File: config.mk
export PLATFORM = sky130hd
export DESIGN_NAME = board_rand
export DESIGN_NICKNAME = d
export VERILOG_FILES = /design/src/rtl/board_rand.sv
export SDC_FILE = /design/constraint.sdc
export NUM_CORES = 1
export LEC_CHECK = 0
export ABC_AREA = 0
export BUFFER_PORTS_ARGS = -buffer_cell sky130_fd_sc_hd__buf_2
export CORE_ASPECT_RATIO = 0.6
export CORE_MARGIN = 3
export CORE_UTILIZATION = 40
export DETAILED_ROUTE_END_ITERATION = 8
export SLEW_MARGIN = 20
export SYNTH_ARGS = -nofsm -noshare
export SYNTH_HDL_FRONTEND = slang
export SYNTH_SLANG_ARGS = --single-unit
File: constraint.sdc
create_clock -name MASTER_CLOCK -period 7.33 [get_ports MASTER_CLOCK]
set_input_delay 2.199 -clock MASTER_CLOCK [delete_from_list [all_inputs] [get_ports MASTER_CLOCK]]
set_output_delay 2.199 -clock MASTER_CLOCK [all_outputs]
set_load 0.01 [all_outputs]
File: src/rtl/board_rand.sv
// Flood-It board randomizer: fills board RAM with LFSR-derived colours, one cell per clock,
// then holds BOARD_READY until the requester drops INITIALIZE_BOARD.
module board_rand #(
    parameter logic [15:0] LFSR_SEED = 16'hACE1
) (
    input  logic       MASTER_CLOCK,
    input  logic       RESET,
    input  logic       INITIALIZE_BOARD,
    input  logic [4:0] final_SIZE,
    input  logic [3:0] final_COLOR_NUM,
    output logic       BOARD_READY,
    output logic       WR_EN,
    output logic [9:0] WR_ADDR,
    output logic [2:0] WR_COLOR,
    output logic [2:0] START_COLOR
);

    typedef enum logic [1:0] {
        S_IDLE,
        S_FILL,
        S_DONE
    } state_t;

    state_t      r_state, w_state_nxt;
    logic [15:0] r_lfsr, w_lfsr_nxt;
    logic [4:0]  r_size, w_size_nxt;
    logic [4:0]  r_row, w_row_nxt;
    logic [4:0]  r_col, w_col_nxt;
    logic [3:0]  r_ncol, w_ncol_nxt, w_ncol_in;
    logic        r_ready, w_ready_nxt;
    logic        r_wr_en, w_wr_en_nxt;
    logic [9:0]  r_addr, w_addr_nxt;
    logic [2:0]  r_color, w_color_nxt;
    logic [2:0]  r_start, w_start_nxt;
    logic [11:0] w_prod;
    logic [2:0]  w_color;
    logic        w_col_wrap;
    logic        w_last;

    // LFSR free-runs in every state so request timing perturbs the board.
    assign w_lfsr_nxt = (r_lfsr >> 1) ^ (r_lfsr[0] ? 16'hB400 : 16'h0000);

    // Scale an 8-bit random fraction by N; the result is always below N.
    assign w_prod  = {4'b0000, r_lfsr[7:0]} * {8'h00, r_ncol};
    assign w_color = w_prod[10:8];

    assign w_col_wrap = (r_col == (r_size - 5'd1));
    assign w_last     = w_col_wrap && (r_row == (r_size - 5'd1));

    always_comb begin
        w_ncol_in = final_COLOR_NUM;
        if (final_COLOR_NUM == 4'd0) begin
            w_ncol_in = 4'd1;
        end else if (final_COLOR_NUM > 4'd8) begin
            w_ncol_in = 4'd8;
        end
    end

    always_comb begin
        w_state_nxt = r_state;
        w_size_nxt  = r_size;
        w_ncol_nxt  = r_ncol;
        w_row_nxt   = r_row;
        w_col_nxt   = r_col;
        w_ready_nxt = 1'b0;
        w_wr_en_nxt = 1'b0;
        w_addr_nxt  = r_addr;
        w_color_nxt = r_color;
        w_start_nxt = r_start;
        case (r_state)
            S_IDLE: begin
                if (INITIALIZE_BOARD) begin
                    w_size_nxt  = final_SIZE;
                    w_ncol_nxt  = w_ncol_in;
                    w_row_nxt   = 5'd0;
                    w_col_nxt   = 5'd0;
                    w_state_nxt = (final_SIZE == 5'd0) ? S_DONE : S_FILL;
                end
            end
            S_FILL: begin
                if (!INITIALIZE_BOARD) begin
                    w_state_nxt = S_IDLE;
                end else begin
                    w_wr_en_nxt = 1'b1;
                    w_addr_nxt  = {r_row, r_col};
                    w_color_nxt = w_color;
                    if ((r_row == 5'd0) && (r_col == 5'd0)) begin
                        w_start_nxt = w_color;
                    end
                    if (w_col_wrap) begin
                        w_col_nxt = 5'd0;
                        w_row_nxt = r_row + 5'd1;
                    end else begin
                        w_col_nxt = r_col + 5'd1;
                    end
                    if (w_last) begin
                        w_state_nxt = S_DONE;
                    end
                end
            end
            S_DONE: begin
                if (INITIALIZE_BOARD) begin
                    w_ready_nxt = 1'b1;
                end else begin
                    w_state_nxt = S_IDLE;
                end
            end
            default: begin
                w_state_nxt = S_IDLE;
            end
        endcase
    end

    always_ff @(posedge MASTER_CLOCK or posedge RESET) begin
        if (RESET) begin
            r_state <= S_IDLE;
            r_lfsr  <= LFSR_SEED;
            r_size  <= 5'd0;
            r_ncol  <= 4'd1;
            r_row   <= 5'd0;
            r_col   <= 5'd0;
            r_ready <= 1'b0;
            r_wr_en <= 1'b0;
            r_addr  <= 10'd0;
            r_color <= 3'd0;
            r_start <= 3'd0;
        end else begin
            r_state <= w_state_nxt;
            r_lfsr  <= w_lfsr_nxt;
            r_size  <= w_size_nxt;
            r_ncol  <= w_ncol_nxt;
            r_row   <= w_row_nxt;
            r_col   <= w_col_nxt;
            r_ready <= w_ready_nxt;
            r_wr_en <= w_wr_en_nxt;
            r_addr  <= w_addr_nxt;
            r_color <= w_color_nxt;
            r_start <= w_start_nxt;
        end
    end

    assign BOARD_READY = r_ready;
    assign WR_EN       = r_wr_en;
    assign WR_ADDR     = r_addr;
    assign WR_COLOR    = r_color;
    assign START_COLOR = r_start;

endmodule

==> run_results.csv, run 1 <==
group,metric,value,unit
sta,final_sum_of_negative_setup_slack,0,ns
yosys,syn_area,3090,µm²
cts,ctsLongestPathBuffers,2,
placement,dpl.hpwl,4520,µm
global_routing,grt_util_all_layers,14.5,%
setup_path,cp_max_fo,23,
yosys,postSynthAreaPerCell,10.1,µm²
finish,area.sequential,1390,µm²
global_routing,grt_first_pass_wirelength,10000,µm
yosys,ys_ff_latch,55,
yosys,synth.lib_cells_used.distinct,41,
yosys,synth.net_count,345,
drt,wire_per_inst,13.6,µm
global_routing,grt_antenna_before_repair,0,
finish,fin_area,3520,µm²
pwr,static-leakage-power,1.74,nW
yosys,ys_seq_area_share,44.9,%
cts,tritoncts,"done",
floorplan,die_area,8850,µm²
floorplan,core_rows,24,
yosys,yosysWarningCount,0,
drt,drt-vias-per-instance,4.79,
cts,cts_inserted_buffers,5,
sta,worst_max_slew_margin_expressed_relative_to_the_limit,51.2,%
finish,fraction_of_layout_instances_using_a_drive_strength_above_1,17.5,%
placement,weighted_congestion_reported_at_the_end_of_routability_driven_placement,0.748,
finish,fin_cells,436,
yosys,asyncSetResetFlopFracSynth,100,%
floorplan,starting_density_of_the_core,41.8,%
status,run_status,"finished, final reports clean",
finish,antenna-diode-count,0,
cts,worst_skew_pair.late_latency,0.29,ns
yosys,synthCells,305,
setup_path,critical_path_class,"primary input to register",
drt,route.vias.total,2087,
sta,clock.fmax,253,MHz
drt,dr.first_iter.drc_count,119,
sta,final_hold_viol_count,0,
floorplan,die-width,119,µm
cts,post-cts-setup-buffer-count,0,
finish,fillers,718,
placement,portBuffers,29,
placement,numPlacedInstances,428,
pwr,power_density,211,nW/µm²
placement,dpl_cell_area,3330,µm²
setup_path,worst-endpoint-required,7.51,ns
drt,finalWirelength,5920,µm
yosys,ys_dominant_reg_cell,"sky130_fd_sc_hd__dfrtp_1",
pwr,design_power_total,0.000741,W
drt,detail_route.drc_violations,0,
setup_path,worst-endpoint-arrival,4.13,ns
yosys,synth_enable_flop_cells,0,
setup_path,timing.critical_path.to_type,"register",
finish,design.final.nets,371,
cts,cts_num_sinks,55,
drt,ant_nets,0,
cts,cts.repair.resized,0,
sta,layout_min_cycle_time,3.95,ns
sta,slew_violations,0,
sta,worst_clk_skew,0.00358,ns
global_routing,grt.overflow.total,0,
global_routing,vias_in_the_first_global_route,2009,
sta,setup_viol,0,
setup_path,worst_setup_path_start_kind,"primary input",
flow_run,max_cap_violations,0,
cts,worst_setup_hold_path_clk_slew,0.06,ns
finish,area_occupied_by_multi_input_gates,1540,µm²
sta,min_period_over_period,53.9,%
finish,finalCoreUtilization,47.6,%
drt,first_pass_iters,4,
cts,cts-hold-fix-buffers,0,
floorplan,coreArea,7390,µm²
floorplan,die_height,74.1,µm
cts,root_buffer,"sky130_fd_sc_hd__clkbuf_16",
cts,cts.htree.levels,2,
finish,area_growth,13.8,%
hold_path,hp-class,"register to register",
global_routing,grt_max_degree,56,
floorplan,ioPinCount,30,
sta,max_slew.worst_pin.slew,0.730,ns
pwr,power.ir.vdd_worst,125,µV
sta,grt_setup_unrepaired,"false",
layout by cell type (no fill, tap or decap), types with 3 or more instances in the layout:
| master | Yosys | routed |
|---|---|---|
| sky130_fd_sc_hd__o22ai_1 | 3 | 3 |
| sky130_fd_sc_hd__ha_1 | 17 | 17 |
| sky130_fd_sc_hd__xnor2_1 | 14 | 14 |
| sky130_fd_sc_hd__fa_1 | 11 | 11 |
| sky130_fd_sc_hd__o21ai_0 | 18 | 18 |
| sky130_fd_sc_hd__a31oi_1 | 4 | 4 |
| sky130_fd_sc_hd__nand2b_1 | 4 | 4 |
| sky130_fd_sc_hd__inv_1 | 31 | 30 |
| sky130_fd_sc_hd__dfstp_2 | 9 | 9 |
| sky130_fd_sc_hd__nor2_1 | 9 | 9 |
| sky130_fd_sc_hd__clkbuf_16 | 0 | 5 |
| sky130_fd_sc_hd__mux2_2 | 6 | 6 |
| sky130_fd_sc_hd__nand4_1 | 5 | 5 |
| sky130_fd_sc_hd__dfrtp_1 | 46 | 46 |
| sky130_fd_sc_hd__nand2_1 | 47 | 47 |
| sky130_fd_sc_hd__buf_2 | 4 | 29 |
| sky130_fd_sc_hd__xor2_1 | 9 | 9 |
| sky130_fd_sc_hd__and2_1 | 22 | 22 |
| sky130_fd_sc_hd__nand3_1 | 9 | 9 |
report_power, final:
| group | total, W | leakage (nW) | internal [W] | switching [W] |
|---|---|---|---|---|
| registers | 0.000346 | 0.715 | 0.000322 | 0.0000244 |
| clock network | 0.000299 | 0.0911 | 0.000196 | 0.000103 |
| logic | 0.0000963 | 0.936 | 0.0000427 | 0.0000536 |
logic make-up (layout without fill, tap and decap cells):
family | after synthesis | after routing | synth area share, %
AND/OR/NAND/NOR | 108 | 108 | 18.0
XOR/XNOR | 23 | 23 | 6.52
AO/OA/AOI/OAI | 43 | 43 | 9.15
buffers and inverters | 42 | 69 | 5.26
multiplexers | 6 | 6 | 2.19
flip-flops | 55 | 55 | 44.9
adder cells (fa/ha/maj) | 28 | 28 | 14.0
synthesized netlist by cell type, types with 2 or more instances:
cell type / number / area (µm²)
sky130_fd_sc_hd__nand2_1: 47 / 176
sky130_fd_sc_hd__dfrtp_1: 46 / 1150
sky130_fd_sc_hd__inv_1: 31 / 116
sky130_fd_sc_hd__and2_1: 22 / 138
sky130_fd_sc_hd__o21ai_0: 18 / 90.1
sky130_fd_sc_hd__ha_1: 17 / 213
sky130_fd_sc_hd__xnor2_1: 14 / 123
sky130_fd_sc_hd__fa_1: 11 / 220
sky130_fd_sc_hd__dfstp_2: 9 / 236
sky130_fd_sc_hd__nand3_1: 9 / 45.0
sky130_fd_sc_hd__nor2_1: 9 / 33.8
sky130_fd_sc_hd__xor2_1: 9 / 78.8
sky130_fd_sc_hd__clkbuf_1: 7 / 26.3
sky130_fd_sc_hd__mux2_2: 6 / 67.6
sky130_fd_sc_hd__nand4_1: 5 / 31.3
sky130_fd_sc_hd__a31oi_1: 4 / 25.0
sky130_fd_sc_hd__buf_2: 4 / 20.0
sky130_fd_sc_hd__nand2b_1: 4 / 25.0
sky130_fd_sc_hd__o22ai_1: 3 / 18.8
sky130_fd_sc_hd__a21o_1: 2 / 15.0
sky130_fd_sc_hd__a21oi_1: 2 / 10.0
sky130_fd_sc_hd__nand3b_1: 2 / 15.0
sky130_fd_sc_hd__nor4b_1: 2 / 17.5
sky130_fd_sc_hd__o21bai_1: 2 / 15.0
sky130_fd_sc_hd__o221a_2: 2 / 22.5
sky130_fd_sc_hd__o221ai_1: 2 / 17.5
sky130_fd_sc_hd__or4_1: 2 / 15.0
state kept, by name (all words and copies together), names as in the netlist, 2 cells and up:
name / flops
r_lfsr: 16
WR_ADDR: 10
r_col: 5
r_row: 5
r_size: 5
r_ncol: 4
START_COLOR: 3
WR_COLOR: 3
r_state: 2
stage by stage:
stage / hold slack (ns) / worst slack, ns
2_1_floorplan: 0.331 / 3.80
3_3_place_gp: 0.335 / 3.17
3_5_place_dp: 0.337 / 3.08
4_1_cts: 0.353 / 3.39
5_1_grt: 0.370 / 3.11
6_report: 0.353 / 3.38
layout make-up:
cell class,count,share of cell area [%]
clock buffers,6,3.67
clock inverters,2,1.71
inverters,31,3.31
multi-input cells,208,43.8
flip-flops and latches,55,39.5
well taps,104,3.70
repair buffers,30,4.34
path summary, 6_finish.rpt:
kind                                        from                    endpoint  slack (ns)  cells after the start
min in group asynchronous                  RESET      WR_ADDR[8]$_DFFE_PP0P_        2.08                      3
min reg2reg                  r_lfsr[8]$_DFF_PP0_         r_lfsr[7]$_DFF_PP1_        0.35                      0
min                          r_lfsr[8]$_DFF_PP0_         r_lfsr[7]$_DFF_PP1_        0.35                      0
max                             INITIALIZE_BOARD  START_COLOR[1]$_DFFE_PP0P_        3.38                      6
max reg2reg                r_ncol[3]$_DFFE_PP0P_     WR_COLOR[2]$_DFFE_PP0P_        4.06                     11
max in group asynchronous                  RESET       r_ncol[3]$_DFFE_PP0P_        4.80                      3
layer usage:
| layer | share of wire (%) | track usage (%) | vias up |
|---|---|---|---|
| li1 | - | - | 1053 |
| met1 | 59 | 23.7 | 986 |
| met2 | 35 | 18.4 | 43 |
| met3 | 5.5 | 4.03 | 5 |
| met4 | 0.93 | 3.43 | 0 |
| met5 | 0 | 0 | - |
critical path, cell delays in order:
cell                      delay, ns
sky130_fd_sc_hd__buf_2         0.09
sky130_fd_sc_hd__nor2b_1       0.52
sky130_fd_sc_hd__nand2_1       0.57
sky130_fd_sc_hd__inv_1         0.30
sky130_fd_sc_hd__nand3_1       0.14
sky130_fd_sc_hd__mux2_2        0.30
Power figures use the tool's default switching activity.
==> inputs of run 2 (changes only) <==
==> constraint.sdc (replaced) <==
create_clock -name MASTER_CLOCK -period 4 [get_ports MASTER_CLOCK]
set_input_delay 1.2 -clock MASTER_CLOCK [delete_from_list [all_inputs] [get_ports MASTER_CLOCK]]
set_output_delay 1.2 -clock MASTER_CLOCK [all_outputs]
set_load 0.01 [all_outputs]
==> run 2 against run 1 <==
  * Clock-buffer cell count is the same
  * Routed wire length grew 7.2%
  * Clock power grew 66%
  * Via count grew 3.4%
  * Clock skew grew 0.0014 ns
  * Total power grew 77%
  * Cell count grew 0.69%
  * Die area is the same
  * Worst hold slack is essentially flat
  * Critical path depth grew 5
  * Critical path type is now register to register
  * Critical endpoint is now WR_COLOR[1]$_DFFE_PP0P_
==> run_results.csv, run 2 (same netlist as run 1, synthesis figures left out) <==
group,metric,value,unit
status,run_status,"finished, final reports clean",
drt,ant_nets,0,
sta,final_sum_of_negative_setup_slack,0,ns
cts,post-cts-setup-buffer-count,0,
cts,cts.htree.levels,2,
setup_path,critical_path_class,"register to register",
global_routing,grt.overflow.total,0,
pwr,swShare,25.1,%
setup_path,worst_setup_path_start_kind,"register",
drt,highest_routing_layer_actually_used,"met4",
drt,wl_met2,2250,µm
drt,met3RoutedLength,325,µm
pwr,power.ir.vdd_worst,211,µV
finish,area_growth,14.0,%
placement,weighted_congestion_reported_at_the_end_of_routability_driven_placement,0.827,
cts,cts_num_sinks,55,
drt,first_pass_iters,4,
drt,detail_route.drc_violations,0,
global_routing,vias_in_the_first_global_route,1967,
sta,setup_viol,0,
drt,dr.first_iter.drc_count,206,
pwr,cell_internal_pwr,0.000981,W
floorplan,core_rows,24,
floorplan,ioPinCount,30,
finish,fillers,703,
placement,portBuffers,29,
finish,final_cell_mix,"47 x sky130_fd_sc_hd__nand2_1, 46 x sky130_fd_sc_hd__dfrtp_1, 30 x sky130_fd_sc_hd__inv_1",
sta,clock.fmax,310,MHz
setup_path,worst-endpoint-required,4.17,ns
flow_run,max_cap_violations,0,
cts,root_buffer,"sky130_fd_sc_hd__clkbuf_16",
sta,worst_clk_skew,0.00496,ns
global_routing,grt_antenna_before_repair,0,
pwr,static-leakage-power,1.75,nW
pwr,power_density,372,nW/µm²
placement,numPlacedInstances,431,
global_routing,grt_first_pass_wirelength,10500,µm
floorplan,die-width,119,µm
drt,wire_per_inst,14.5,µm
finish,fin_cells,439,
pwr,design_power_total,0.00131,W
floorplan,starting_density_of_the_core,41.8,%
drt,routedLengthMet1,3720,µm
floorplan,die_area,8850,µm²
cts,cts_inserted_buffers,5,
pwr,combinationalPowerShare,13.6,%
finish,design.final.nets,374,
finish,area.sequential,1390,µm²
finish,area_occupied_by_multi_input_gates,1540,µm²
cts,tritoncts,"done",
finish,antenna-diode-count,0,
sta,worst_max_slew_margin_expressed_relative_to_the_limit,52.2,%
floorplan,die_height,74.1,µm
drt,finalWirelength,6350,µm
cts,ctsLongestPathBuffers,2,
sta,max_slew.worst_pin.slew,0.715,ns
sta,min_period_over_period,80.6,%
setup_path,cp_max_fo,9,
pwr,power.switching,0.000329,W
finish,top_register,"r_lfsr",
pwr,seq_power_share,48.6,%
sta,slew_violations,0,
cts,cts-hold-fix-buffers,0,
drt,drt-vias-per-instance,4.92,
finish,layout_commonest_cell,"sky130_fd_sc_hd__nand2_1",
global_routing,grt_max_degree,24,
sta,layout_min_cycle_time,3.22,ns
drt,route.vias.total,2159,
floorplan,coreArea,7390,µm²
setup_path,timing.critical_path.to_type,"register",
cts,worst_setup_hold_path_clk_slew,0.07,ns
cts,worst_skew_pair.late_latency,0.29,ns
finish,fraction_of_layout_instances_using_a_drive_strength_above_1,18.5,%
pwr,clock_power_share,37.8,%
cts,cts.repair.resized,0,
sta,grt_setup_unrepaired,"false",
sta,final_hold_viol_count,0,
finish,largest_reg_flops,16,
global_routing,grt_util_all_layers,15.4,%
hold_path,hp-class,"register to register",
finish,finalCoreUtilization,47.7,%
setup_path,worst-endpoint-arrival,3.40,ns
placement,dpl.hpwl,4880,µm
## run 2: critical path, cell delays in order (launching register included)
cell and delay, ns:
sky130_fd_sc_hd__dfrtp_1 0.47, sky130_fd_sc_hd__and2_1 0.22, sky130_fd_sc_hd__fa_1 0.54, sky130_fd_sc_hd__inv_1 0.07, sky130_fd_sc_hd__fa_1 0.53, sky130_fd_sc_hd__inv_1 0.04, sky130_fd_sc_hd__ha_1 0.33, sky130_fd_sc_hd__o21a_1 0.18
sky130_fd_sc_hd__o21ai_0 0.17, sky130_fd_sc_hd__a22oi_1 0.12, sky130_fd_sc_hd__xor2_1 0.16, sky130_fd_sc_hd__mux2_2 0.27
## run 2: per-stage QoR
step / setup slack, ns / cell area [µm²] / hold slack, ns
6_report: 0.776 / 3520 / 0.353
5_1_grt: 0.523 / 3520 / 0.359
4_1_cts: 0.772 / 3520 / 0.355
3_5_place_dp: 0.789 / 3350 / 0.340
3_3_place_gp: 0.831 / 3350 / 0.334
2_1_floorplan: 0.804 / 3090 / 0.331
## run 2: final cells by class
cell class / instances / share of cell area, %
Sequential cell: 55 / 39.4
Tap cell: 104 / 3.69
Clock inverter: 2 / 0.994
Timing Repair Buffer: 33 / 4.97
Inverter: 31 / 3.30
Multi-Input combinational cell: 208 / 43.7
Clock buffer: 6 / 3.94
## run 2: path summary, 6_finish.rpt
kind                                       start                 endpoint  slack, ns  cells past startpoint
max                        r_ncol[2]$_DFFE_PP0P_  WR_COLOR[1]$_DFFE_PP0P_       0.78                     11
min in group asynchronous                  RESET     r_row[0]$_DFFE_PP0P_       0.91                      2
min                          r_lfsr[9]$_DFF_PP0_      r_lfsr[8]$_DFF_PP0_       0.35                      0
max reg2reg                r_ncol[2]$_DFFE_PP0P_  WR_COLOR[1]$_DFFE_PP0P_       0.78                     11
max in group asynchronous                  RESET      r_lfsr[5]$_DFF_PP1_       2.40                      3
min reg2reg                  r_lfsr[9]$_DFF_PP0_      r_lfsr[8]$_DFF_PP0_       0.35                      0
## run 2: metal layers
layer	global-route usage, %	vias up
met4	3.43	0
met3	3.88	7
met5	0	-
li1	-	1065
met1	26.0	1036
met2	18.7	51
## run 2: power by group through the flow
stage / Clock, W / Sequential, W / Combinational, W
6_report: 0.000495 / 0.000636 / 0.000178
4_1_cts: 0.000512 / 0.000635 / 0.000180
5_1_grt: 0.000544 / 0.000641 / 0.000201
3_3_place_gp: 0 / 0.000643 / 0.000177
2_1_floorplan: 0 / 0.000635 / 0.000129
3_5_place_dp: 0 / 0.000645 / 0.000179
==> inputs of run 3 (changes only) <==
==> constraint.sdc (replaced) <==
create_clock -name MASTER_CLOCK -period 3.1 [get_ports MASTER_CLOCK]
set_input_delay 0.93 -clock MASTER_CLOCK [delete_from_list [all_inputs] [get_ports MASTER_CLOCK]]
set_output_delay 0.93 -clock MASTER_CLOCK [all_outputs]
set_load 0.01 [all_outputs]
==> run 3 against run 2 <==
  * Worst setup slack worse by 0.74 ns
  * Largest cell class unchanged
  * Critical path type unchanged
  * Maximum frequency increased by 5.3%
  * Highest routed layer unchanged
  * Sequential share of layout area decreased by 1.9 points
  * Via count increased by 3.6%
  * Largest power group unchanged
==> run_results.csv, run 3 (same netlist as run 1, synthesis figures left out) <==
group,metric,value,unit
status,run_status,"finished, final reports clean",
cts,cts_inserted_buffers,5,
floorplan,ioPinCount,30,
cts,ctsLongestPathBuffers,2,
drt,ant_nets,0,
drt,dr.first_iter.drc_count,111,
hold_path,hp-class,"register to register",
flow_run,max_cap_violations,0,
setup_path,cp_cell_sequence,"and2_4 -> fa_1 -> inv_1 -> fa_1 -> inv_2 -> ha_4 -> nand4_1 -> o221a_2 -> a22oi_2 -> xor2_1 -> mux2_2",
finish,layout_commonest_cell,"sky130_fd_sc_hd__nand2_1",
floorplan,die_height,74.1,µm
floorplan,core_rows,24,
sta,min_period_over_period,98.7,%
floorplan,die_area,8850,µm²
floorplan,coreArea,7390,µm²
pwr,power_density,440,nW/µm²
setup_path,cp_max_fo,7,
finish,area_growth,20.0,%
placement,dpl.hpwl,5030,µm
finish,top_register,"r_lfsr",
finish,antenna-diode-count,0,
cts,root_buffer,"sky130_fd_sc_hd__clkbuf_16",
sta,worst_max_slew_margin_expressed_relative_to_the_limit,51.2,%
drt,wire_per_inst,14.4,µm
drt,finalWirelength,6590,µm
finish,design.final.nets,393,
placement,weighted_congestion_reported_at_the_end_of_routability_driven_placement,0.826,
floorplan,starting_density_of_the_core,41.8,%
global_routing,grt.overflow.total,0,
drt,first_pass_iters,4,
pwr,design_power_total,0.00163,W
cts,tritoncts,"done",
sta,max_slew.worst_pin.slew,0.732,ns
global_routing,grt_first_pass_wirelength,11000,µm
setup_path,timing.critical_path.to_type,"register",
setup_path,cpMaxStageDelayCell,"sky130_fd_sc_hd__fa_1",
cts,cts_num_sinks,55,
finish,largest_reg_flops,16,
floorplan,die-width,119,µm
setup_path,worst-endpoint-arrival,3.25,ns
global_routing,grt_util_all_layers,16.1,%
finish,area_occupied_by_multi_input_gates,1620,µm²
pwr,static-leakage-power,1.82,nW
sta,slew_violations,0,
global_routing,vias_in_the_first_global_route,2134,
sta,layout_min_cycle_time,3.06,ns
finish,finalCoreUtilization,50.2,%
pwr,power.ir.vdd_worst,186,µV
finish,fraction_of_layout_instances_using_a_drive_strength_above_1,26.8,%
placement,portBuffers,29,
cts,cts-hold-fix-buffers,0,
sta,worst_clk_skew,0.00465,ns
sta,clock.fmax,327,MHz
setup_path,worst_setup_path_start_kind,"register",
drt,detail_route.drc_violations,0,
sta,final_hold_viol_count,0,
sta,setup_viol,0,
finish,final_cell_mix,"47 x sky130_fd_sc_hd__nand2_1, 43 x sky130_fd_sc_hd__dfrtp_1, 29 x sky130_fd_sc_hd__buf_2",
drt,route.vias.total,2236,
setup_path,worst_path_largest_cell_delay,0.52,ns
global_routing,grt_antenna_before_repair,0,
cts,cts.htree.levels,2,
setup_path,critical_path_class,"register to register",
setup_path,worst-endpoint-required,3.29,ns
cts,worst_setup_hold_path_clk_slew,0.07,ns
finish,area.sequential,1390,µm²
cts,worst_skew_pair.late_latency,0.30,ns
setup_path,setup.reg_to_reg.worst_slack,0.04,ns
finish,fillers,712,
sta,final.hold.worst_slack,0.344,ns
drt,drt-vias-per-instance,4.88,
global_routing,grt_max_degree,36,
setup_path,critical-path-top-cell-by-count,"sky130_fd_sc_hd__fa_1",
sta,grt_setup_unrepaired,"true",
## run 3: cell count changes in the layout (fill, tap and decap cells not counted), moves of 2 or more
| cell | previous run | this run |
|---|---|---|
| sky130_fd_sc_hd__and2_1 | 22 | 18 |
| sky130_fd_sc_hd__o21ai_0 | 18 | 13 |
| sky130_fd_sc_hd__clkbuf_1 | 0 | 2 |
| sky130_fd_sc_hd__ha_4 | 0 | 4 |
| sky130_fd_sc_hd__and2_4 | 0 | 4 |
| sky130_fd_sc_hd__dfrtp_2 | 0 | 3 |
| sky130_fd_sc_hd__o21ai_1 | 0 | 4 |
| sky130_fd_sc_hd__inv_1 | 30 | 28 |
| sky130_fd_sc_hd__buf_4 | 4 | 23 |
| sky130_fd_sc_hd__inv_2 | 1 | 3 |
| sky130_fd_sc_hd__ha_1 | 17 | 13 |
| sky130_fd_sc_hd__dfrtp_1 | 46 | 43 |
## run 3: area by class of cell
type,instances,area share [%]
inverter,31,3.14
sequential,55,37.5
clock buffer,7,3.58
multi-input combinational,208,43.6
tap,104,3.51
clock inverter,1,0.135
timing repair buffer,52,8.57
## run 3: final timing paths
kind	from	to	cells after the start
max	r_ncol[3]$_DFFE_PP0P_	START_COLOR[1]$_DFFE_PP0P_	11
min	r_lfsr[9]$_DFF_PP0_	r_lfsr[8]$_DFF_PP0_	0
max reg2reg	r_ncol[3]$_DFFE_PP0P_	START_COLOR[1]$_DFFE_PP0P_	11
min reg2reg	r_lfsr[9]$_DFF_PP0_	r_lfsr[8]$_DFF_PP0_	0
max in group asynchronous	RESET	r_lfsr[11]$_DFF_PP1_	3
min in group asynchronous	RESET	WR_COLOR[0]$_DFFE_PP0P_	2
## run 3: through the flow
stage	area (µm²)	instances	setup WS (ns)	TNS [ns]
after global routing	3710	458	-0.0760	-0.280
after detailed placement	3450	444	-0.0921	-0.182
after floorplan	3100	305	0.0294	0
final	3710	458	0.0396	0
after global placement	3450	444	-0.0103	-0.0174
after CTS	3650	456	0.00177	0
## run 3: timing repair
item	4_1_cts	5_1_grt
setup endpoints to repair	2	6
buffers inserted	4	2
pin swaps	7	10
gates resized for setup	9	13
## run 3: worst max-delay path, delay by kind of cell (launching register included)
kind	cells	cell delay (ns)
adders and majority gates	3	1.26
AOI/OAI and AO/OA	2	0.50
DFF	1	0.44
and+or+nand+nor	2	0.27
muxes	1	0.27
xor gates and xnor gates	1	0.11
buffers and inverters	2	0.10
## run 3: layer usage
layer	vias to the layer above	GRT usage, %	part of all wire (%)
li1	1101	-	-
met1	1078	26.0	55
met2	49	20.9	37
met3	8	4.03	6.0
met4	0	4.57	1.0
met5	-	0	0
## run 3: report_power, final
part           total [W]  internal, W  switching, W
clock network   0.000556     0.000300      0.000256
registers       0.000817     0.000761     0.0000559
logic           0.000260     0.000124      0.000136
